### src/rtl/csr_regfile.sv
// Machine-mode CSR file: mstatus/mie/mtvec/mepc/mcause/mip with trap entry and MRET.
// Define CSR_MCYCLE_EN to add a 64-bit cycle counter at 0xB00 (low) / 0xB80 (high).
module csr_regfile #(
    parameter int DW = 32
) (
    input  logic          clk,
    input  logic          rst_n,
    input  logic [11:0]   csr_addr,
    input  logic [1:0]    csr_op,
    input  logic [DW-1:0] csr_wdata,
    output logic [DW-1:0] csr_rdata,
    input  logic [DW-1:0] pc_in,
    input  logic          timer_irq,
    input  logic          ext_irq,
    input  logic          intr_flag,
    input  logic          is_mret,
    output logic [DW-1:0] mstatus_reg,
    output logic [DW-1:0] mie_reg,
    output logic [DW-1:0] mtvec_reg,
    output logic [DW-1:0] mepc_reg,
    output logic [DW-1:0] mcause_reg,
    output logic [DW-1:0] mip_reg,
    output logic          illegal_csr
);

    localparam logic [11:0] ADDR_MSTATUS = 12'h300;
    localparam logic [11:0] ADDR_MIE     = 12'h304;
    localparam logic [11:0] ADDR_MTVEC   = 12'h305;
    localparam logic [11:0] ADDR_MEPC    = 12'h341;
    localparam logic [11:0] ADDR_MCAUSE  = 12'h342;
    localparam logic [11:0] ADDR_MIP     = 12'h344;
`ifdef CSR_MCYCLE_EN
    localparam logic [11:0] ADDR_MCYCLE  = 12'hB00;
    localparam logic [11:0] ADDR_MCYCLEH = 12'hB80;
`endif

    localparam logic [DW-1:0] MSTATUS_MASK = DW'(32'h0000_0088);
    localparam logic [DW-1:0] MIE_MASK     = DW'(32'h0000_0880);
    localparam logic [DW-1:0] MTVEC_MASK   = ~(DW'(32'h0000_0002));
    localparam logic [DW-1:0] MEPC_MASK    = ~(DW'(32'h0000_0003));
    localparam logic [DW-1:0] CAUSE_EXT    = {1'b1, (DW-1)'(11)};
    localparam logic [DW-1:0] CAUSE_TIMER  = {1'b1, (DW-1)'(7)};

    logic [DW-1:0] mstatus_q, mstatus_d;
    logic [DW-1:0] mie_q, mie_d;
    logic [DW-1:0] mtvec_q, mtvec_d;
    logic [DW-1:0] mepc_q, mepc_d;
    logic [DW-1:0] mcause_q, mcause_d;
    logic [DW-1:0] mip_q, mip_d;
`ifdef CSR_MCYCLE_EN
    logic [63:0]   mcycle_q, mcycle_d;
`endif

    logic          csr_we;
    logic          csr_mapped;
    logic [DW-1:0] rdata_c;
    logic [DW-1:0] wval;

    // Read mux and operand merge; wval is the raw (unmasked) value the instruction asks for.
    always_comb begin
        csr_we     = (csr_op != 2'b00);
        csr_mapped = 1'b1;
        rdata_c    = '0;
        case (csr_addr)
            ADDR_MSTATUS: rdata_c = mstatus_q;
            ADDR_MIE:     rdata_c = mie_q;
            ADDR_MTVEC:   rdata_c = mtvec_q;
            ADDR_MEPC:    rdata_c = mepc_q;
            ADDR_MCAUSE:  rdata_c = mcause_q;
            ADDR_MIP:     rdata_c = mip_q;
`ifdef CSR_MCYCLE_EN
            ADDR_MCYCLE:  rdata_c = DW'(mcycle_q[31:0]);
            ADDR_MCYCLEH: rdata_c = DW'(mcycle_q[63:32]);
`endif
            default:      csr_mapped = 1'b0;
        endcase
        case (csr_op)
            2'b01:   wval = csr_wdata;
            2'b10:   wval = rdata_c | csr_wdata;
            2'b11:   wval = rdata_c & ~csr_wdata;
            default: wval = rdata_c;
        endcase
    end

    assign csr_rdata   = rdata_c;
    assign illegal_csr = csr_we & ~csr_mapped;

    always_comb begin
        mstatus_d = mstatus_q;
        mie_d     = mie_q;
        mtvec_d   = mtvec_q;
        mepc_d    = mepc_q;
        mcause_d  = mcause_q;
        mip_d     = '0;
        mip_d[7]  = timer_irq;
        mip_d[11] = ext_irq;

        if (csr_we) begin
            case (csr_addr)
                ADDR_MSTATUS: mstatus_d = wval & MSTATUS_MASK;
                ADDR_MIE:     mie_d     = wval & MIE_MASK;
                ADDR_MTVEC:   mtvec_d   = wval & MTVEC_MASK;
                ADDR_MEPC:    mepc_d    = wval & MEPC_MASK;
                ADDR_MCAUSE:  mcause_d  = wval;
                default:      ;
            endcase
        end

        // Trap and MRET are applied last so they override a same-cycle CSR write.
        if (intr_flag) begin
            mepc_d       = pc_in & MEPC_MASK;
            mcause_d     = (mie_q[11] & mip_q[11]) ? CAUSE_EXT : CAUSE_TIMER;
            mstatus_d    = '0;
            mstatus_d[7] = mstatus_q[3];
        end else if (is_mret) begin
            mstatus_d    = '0;
            mstatus_d[3] = mstatus_q[7];
            mstatus_d[7] = 1'b1;
        end
    end

`ifdef CSR_MCYCLE_EN
    // A CSR write to either half replaces it and holds the counter for that cycle.
    always_comb begin
        mcycle_d = mcycle_q + 64'd1;
        if (csr_we && csr_addr == ADDR_MCYCLE) begin
            mcycle_d = {mcycle_q[63:32], wval[31:0]};
        end else if (csr_we && csr_addr == ADDR_MCYCLEH) begin
            mcycle_d = {wval[31:0], mcycle_q[31:0]};
        end
    end
`endif

    always_ff @(posedge clk) begin
        if (!rst_n) begin
            mstatus_q <= '0;
            mie_q     <= '0;
            mtvec_q   <= '0;
            mepc_q    <= '0;
            mcause_q  <= '0;
            mip_q     <= '0;
`ifdef CSR_MCYCLE_EN
            mcycle_q  <= '0;
`endif
        end else begin
            mstatus_q <= mstatus_d;
            mie_q     <= mie_d;
            mtvec_q   <= mtvec_d;
            mepc_q    <= mepc_d;
            mcause_q  <= mcause_d;
            mip_q     <= mip_d;
`ifdef CSR_MCYCLE_EN
            mcycle_q  <= mcycle_d;
`endif
        end
    end

    assign mstatus_reg = mstatus_q;
    assign mie_reg     = mie_q;
    assign mtvec_reg   = mtvec_q;
    assign mepc_reg    = mepc_q;
    assign mcause_reg  = mcause_q;
    assign mip_reg     = mip_q;

endmodule

### config.mk
export PLATFORM = sky130hd
export DESIGN_NAME = csr_regfile
export DESIGN_NICKNAME = d
export VERILOG_FILES = /design/src/rtl/csr_regfile.sv
export SDC_FILE = /design/constraint.sdc
export NUM_CORES = 1
export LEC_CHECK = 0
export ABC_AREA = 1
export BUFFER_PORTS_ARGS = -buffer_cell sky130_fd_sc_hd__buf_2
export CAP_MARGIN = 20
export CORE_AREA = 10 10 134 136
export DETAILED_ROUTE_END_ITERATION = 7
export DIE_AREA = 0 0 144 146
export PLACE_DENSITY = 0.77
export RECOVER_POWER = 50
export SYNTH_ARGS = -nofsm -noshare
export SYNTH_HDL_FRONTEND = slang
export SYNTH_SLANG_ARGS = --single-unit
export TNS_END_PERCENT = 50
### constraint.sdc
create_clock -name clk -period 1.7 [get_ports clk]
set_clock_uncertainty 0.2 [all_clocks]
set_input_delay 0.34 -clock clk [delete_from_list [all_inputs] [get_ports clk]]
set_output_delay 0.34 -clock clk [all_outputs]
set_load 0.02 [all_outputs]
== Word-level counts from Yosys, hierarchy flattened ==
Index checks and enable logic that the tools add are counted.
Word-level totals
  memory bits (writable): 0
  bits in read-only memories: 0
  register bits after elaboration: 129
  memories kept: 0
  latch bits: 0
Cells by class
  bitwise gates (word level): 7
  add/sub/neg operators: 0
  magnitude comparators: 0
  div/mod/pow operators: 0
  shift operators: 0
  reductions and logical operators: 16
  equal/unequal tests: 9
  muxes and demuxes: 14
  multiply operators: 0
Operator list (count)
  $mux W32: 6
  $pmux W32 S6: 1
  $pmux W32 S3: 1
  $eq A12 B10 Y1 const B: 6
  $and A32 B32 Y32: 1
  $mux W8: 4
  $not A32 Y32: 1
  $or A32 B32 Y32: 1
  $reduce_and A2 Y1: 6
  $reduce_bool A2 Y1: 6
  $reduce_bool A3 Y1: 2
  $reduce_or A6 Y1: 1
  $eq A2 B2 Y1 const B: 2
  $mux W4: 1
  $and A1 B1 Y1: 2
  $eq A2 B1 Y1 const B: 1
  $not A1 Y1: 2
  $reduce_or A2 Y1: 1
  $mux W1: 1

== Longest topological paths before layout ==
  depth after elaboration: 8
  gate-level depth with buffers: 15
  mapped depth without buffers: 12

== Worst setup path after synthesis ==
No wires, ideal clock.
  path kind: input port to flip-flop
  start point: input csr_addr[9]
  end point: register mtvec_q[0] (netlist: mtvec_reg[0])
  cell stages on the path: 15
  path buffers: 3
  data required time: 1.385 ns
  arrival: 1.719 ns
  path slack: -0.335 ns
  path through: nand2_1 inv_1 nand2_2 nor2_4 buf_6 nand2_4 inv_4 buf_12 buf_8 nand2_1 o21ai_0 nand2_1 nand2_1 o21ai_0 inv_1
On the way
  word-level cells in the longest chain between the ends: 4
  elaborated cells between the ends (all ways): 11
  those cells by class: eq/ne: 6; mux: 2; bitwise: 2; reduce/logical: 1
RTL lines
  start: declaration: line 8  | input logic [11:0] csr_addr,
  $eq A12 B10 Y1: line 64  | case (csr_addr)
  $pmux W32 S6 *: line 64
  via csr_rdata[0]: line 11  | output logic [DW-1:0] csr_rdata,
  $and A32 B32 Y32 / $or A32 B32 Y32 (equally long branches): line 80, 79
  $pmux W32 S3 *: line 77  | case (csr_op)
  end signal: assignment: line 148  | mtvec_q <= mtvec_d;
  end: declaration: line 46  | logic [DW-1:0] mtvec_q, mtvec_d;
Mark *: on every way through the listed nets, which the timed path passes. The rest lies on a longest branch.
A chain may end at the register's enable or synchronous reset.

== Final worst setup path ==
  start point: input csr_addr[9]
  end point: output illegal_csr
On the way
  word-level cells in the longest chain between the ends: 5
  elaborated cells between the ends (all ways): 10
  those cells by class: eq/ne: 6; mux: 1; bitwise: 2; reduce/logical: 1
RTL lines
  $eq A12 B10 Y1: line 64
  $reduce_or A6 Y1 (no line) *
  $mux W1 *: line 64
  $not A1 Y1 *: line 86  | assign illegal_csr = csr_we & ~csr_mapped;
  $and A1 B1 Y1 *: line 86
  end: declaration: line 23  | output logic illegal_csr
Mark *: on every way between the ends. The rest lies on a longest branch, timed or not.

==> results.sh <==
export IMPL_grt_max_degree=55
export IMPL_grt_pass1_wl_um=37300
export IMPL_failed_checks="negative setup slack"
export IMPL_avgSynthCellArea_um2=6.44
export IMPL_path_max_fanout=3
export IMPL_p_switching_mw=1.84
export IMPL_finish_instance_area_mm2=0.00968
export IMPL_place_worst_setup_slack_ns=-0.453
export IMPL_syn_area_mm2=0.00642
export IMPL_globalRouteMet1Util_pct=25.1
export IMPL_die_area_mm2=0.0210
export IMPL_dieWidth_um=144
export IMPL_ys_ff_latch=99
export IMPL_seqPwrFrac_pct=41.7
export IMPL_ant_nets=0
export IMPL_synthDistinctLibCells=31
export IMPL_syn_to_final_growth_pct=50.6
export IMPL_clockRootBuffer="clkbuf_16"
export IMPL_min_period_ns=2.11
export IMPL_io_pins=309
export IMPL_p_leak_nw=5.50
export IMPL_portBuffers=213
export IMPL_gp_congestion=0.964
export IMPL_min_path_type="primary input to register"
export IMPL_layout_nets=1345
export IMPL_cts_tree="done"
export IMPL_fmax_mhz=474
export IMPL_clock_path_buffers=2
export IMPL_use_met3_pct=5.29
export IMPL_row_count=46
export IMPL_viasPerCell=4.91
export IMPL_layout_common_cells="nand2_1, buf_2, inv_1, dfxtp_1, conb_1"
export IMPL_fillers=1334
export IMPL_drt_iter0_drc=436
export IMPL_ys_warn_count=0
export IMPL_largest_reg_flops=32
export IMPL_drc=0
export IMPL_path_cells="buf_2 -> nand2_4 -> inv_2 -> nand2_4 -> nor2_4 -> buf_12 -> buf_4 -> o21ai_1 -> nand3_1 -> a311oi_2 -> buf_4"
export IMPL_cts_sinks=99
export IMPL_wl_per_cell_um=17.5
export IMPL_rsz0062_at_grt="true"
export IMPL_switching_share_pct=30.9
export IMPL_cp_data_arrival_time_ns=1.57
export IMPL_routed_wl_um=25400
export IMPL_core_area_mm2=0.0155
export IMPL_grt_busiest_layer="met2"
export IMPL_maxCapViolCount=0
export IMPL_power_mw=5.95
export IMPL_die_height_um=146
export IMPL_grt_antenna_before_repair=1
export IMPL_dp_hpwl_um=17900
export IMPL_fin_crit_sh_pct=124
export IMPL_syn_instance_count=998
export IMPL_grt_usage_pct=22.3
export IMPL_dp_cells=1411
export IMPL_drive_gt1_share_pct=41.7
export IMPL_vias=7153
export IMPL_intPower_mw=4.11
export IMPL_floorplan_initialDensity_pct=41.5
export IMPL_groute_layer_met2_usage_pct=39.9
export IMPL_finalMaxSlewViolations=0
export IMPL_final_cells=1458
export IMPL_clk_pin_slew_worst_paths_ns=0.07
export IMPL_worstSkewPairLatency_ns=0.35
export IMPL_end_kind="primary output"
export IMPL_setup_viol=66
export IMPL_critPathKind="primary input to primary output"
export IMPL_cp_top_family="buffers and inverters"
export IMPL_status="finished with violations"
export IMPL_crit_slowest_cell="a311oi_2"
export IMPL_p_comb_share_pct=20.0
export IMPL_grt_pass1_vias=7001
export IMPL_firstDrtPassIters=5
export IMPL_cp_start_kind="primary input"
export IMPL_htreeDepth=3
export IMPL_worst_path_buf_inv=5
export IMPL_setup_slack_ns=-0.409
export IMPL_ys_seq_area_share_pct=30.9
export IMPL_powerDensity_mw_per_mm2=615
export IMPL_crit_path_max_incr_delay_ns=0.24
export IMPL_ir_drop_v=0.000443
export IMPL_dpl_cell_area_mm2=0.00805
export IMPL_final_common_cell="nand2_1"
export IMPL_pwr_share_clk_pct=38.3
export IMPL_hold_viol=0
export IMPL_cts_made_buffers=9
export IMPL_worstPathRequired_ns=1.16
export IMPL_grt_overflow=0
[path summary, 6_finish.rpt]
check                           cells after the start                         from                          to  slack (ns)
worst max-delay path                               11                  csr_addr[9]                 illegal_csr       -0.41
worst max register to register                      8  mstatus_reg[7]$_SDFFE_PN0P_     mie_reg[7]$_SDFFE_PN0P_        0.21
worst min register to register                      2   mcause_reg[3]$_SDFFE_PN0P_  mcause_reg[3]$_SDFFE_PN0P_        0.29
worst min-delay path                                3                 csr_wdata[1]  mcause_reg[1]$_SDFFE_PN0P_        0.07
[metal layers]
layer / up-vias / share of wire (%)
li1: 3487 / -
met1: 3290 / 39
met2: 326 / 51
met3: 50 / 7.7
met4: 0 / 2.3
met5: - / 0
[cells in the mapped netlist, drive strengths merged]
master	count	share of area (%)
nor2	20	1.7
clkinv	1	0.078
conb	1	0.058
a311oi	1	0.14
or2	1	0.097
nor3	1	0.078
o221ai	1	0.14
o21ai	81	6.4
a21oi	98	7.6
nand3	101	9.3
nand4	2	0.19
inv	126	7.4
clkbuf	23	1.3
dfxtp	99	31
nand2	315	20
a221oi	1	0.14
buf	124	14
o21bai	2	0.23
[power by group through the flow]
stage / Combinational, mW / Sequential, mW / Clock [mW]
2_1_floorplan: 0.731 / 2.60 / 0
3_3_place_gp: 1.06 / 2.52 / 0
3_5_place_dp: 1.07 / 2.52 / 0
4_1_cts: 1.09 / 2.47 / 2.31
5_1_grt: 1.28 / 2.49 / 2.43
6_report: 1.19 / 2.48 / 2.27
[repair_timing]
item | 4_1_cts | 5_1_grt
setup endpoints to repair | 64 | 113
hold buffers | 2 | 0
setup buffers | 13 | 13
pin swaps | 7 | 35
resized for setup | 131 | 143
gates cloned | 3 | 1
hold endpoints to repair | 2 | 0
[worst min-delay path, delay by kind of cell]
kind / cells / cell delay, ns
buf+inv: 1 / 0.10
compound gates: 1 / 0.05
simple gates: 1 / 0.09
[layout make-up]
cell class,instances,area (um^2),share of cell area [%]
Tap cell,192,240,2.48
Timing Repair Buffer,307,2400,24.8
Sequential cell,99,1980,20.5
Inverter,127,509,5.26
Antenna cell,1,2.50,0.0259
Clock inverter,5,85.1,0.879
Clock buffer,10,239,2.47
Multi-Input combinational cell,717,4220,43.6
[kinds of logic after synthesis]
| group | after synthesis | share of synthesized area [%] |
|---|---|---|
| compound gates | 184 | 14.6 |
| buf+inv | 274 | 23.0 |
| flops | 99 | 30.9 |
| other cells | 1 | 0.0584 |
| simple gates | 440 | 31.4 |
[through the flow]
stage                     hold WS (ns)  utilization (%)  setup TNS, ns
after floorplan                  0.238                -         -10.54
after global placement           0.263             52.0         -46.12
after detailed placement         0.270             52.0         -46.54
after CTS                       0.0673             58.2         -10.22
after global routing            0.0737             62.5         -17.79
final                           0.0747             62.5         -12.11
No activity file was read; power rests on OpenSTA's default activity.
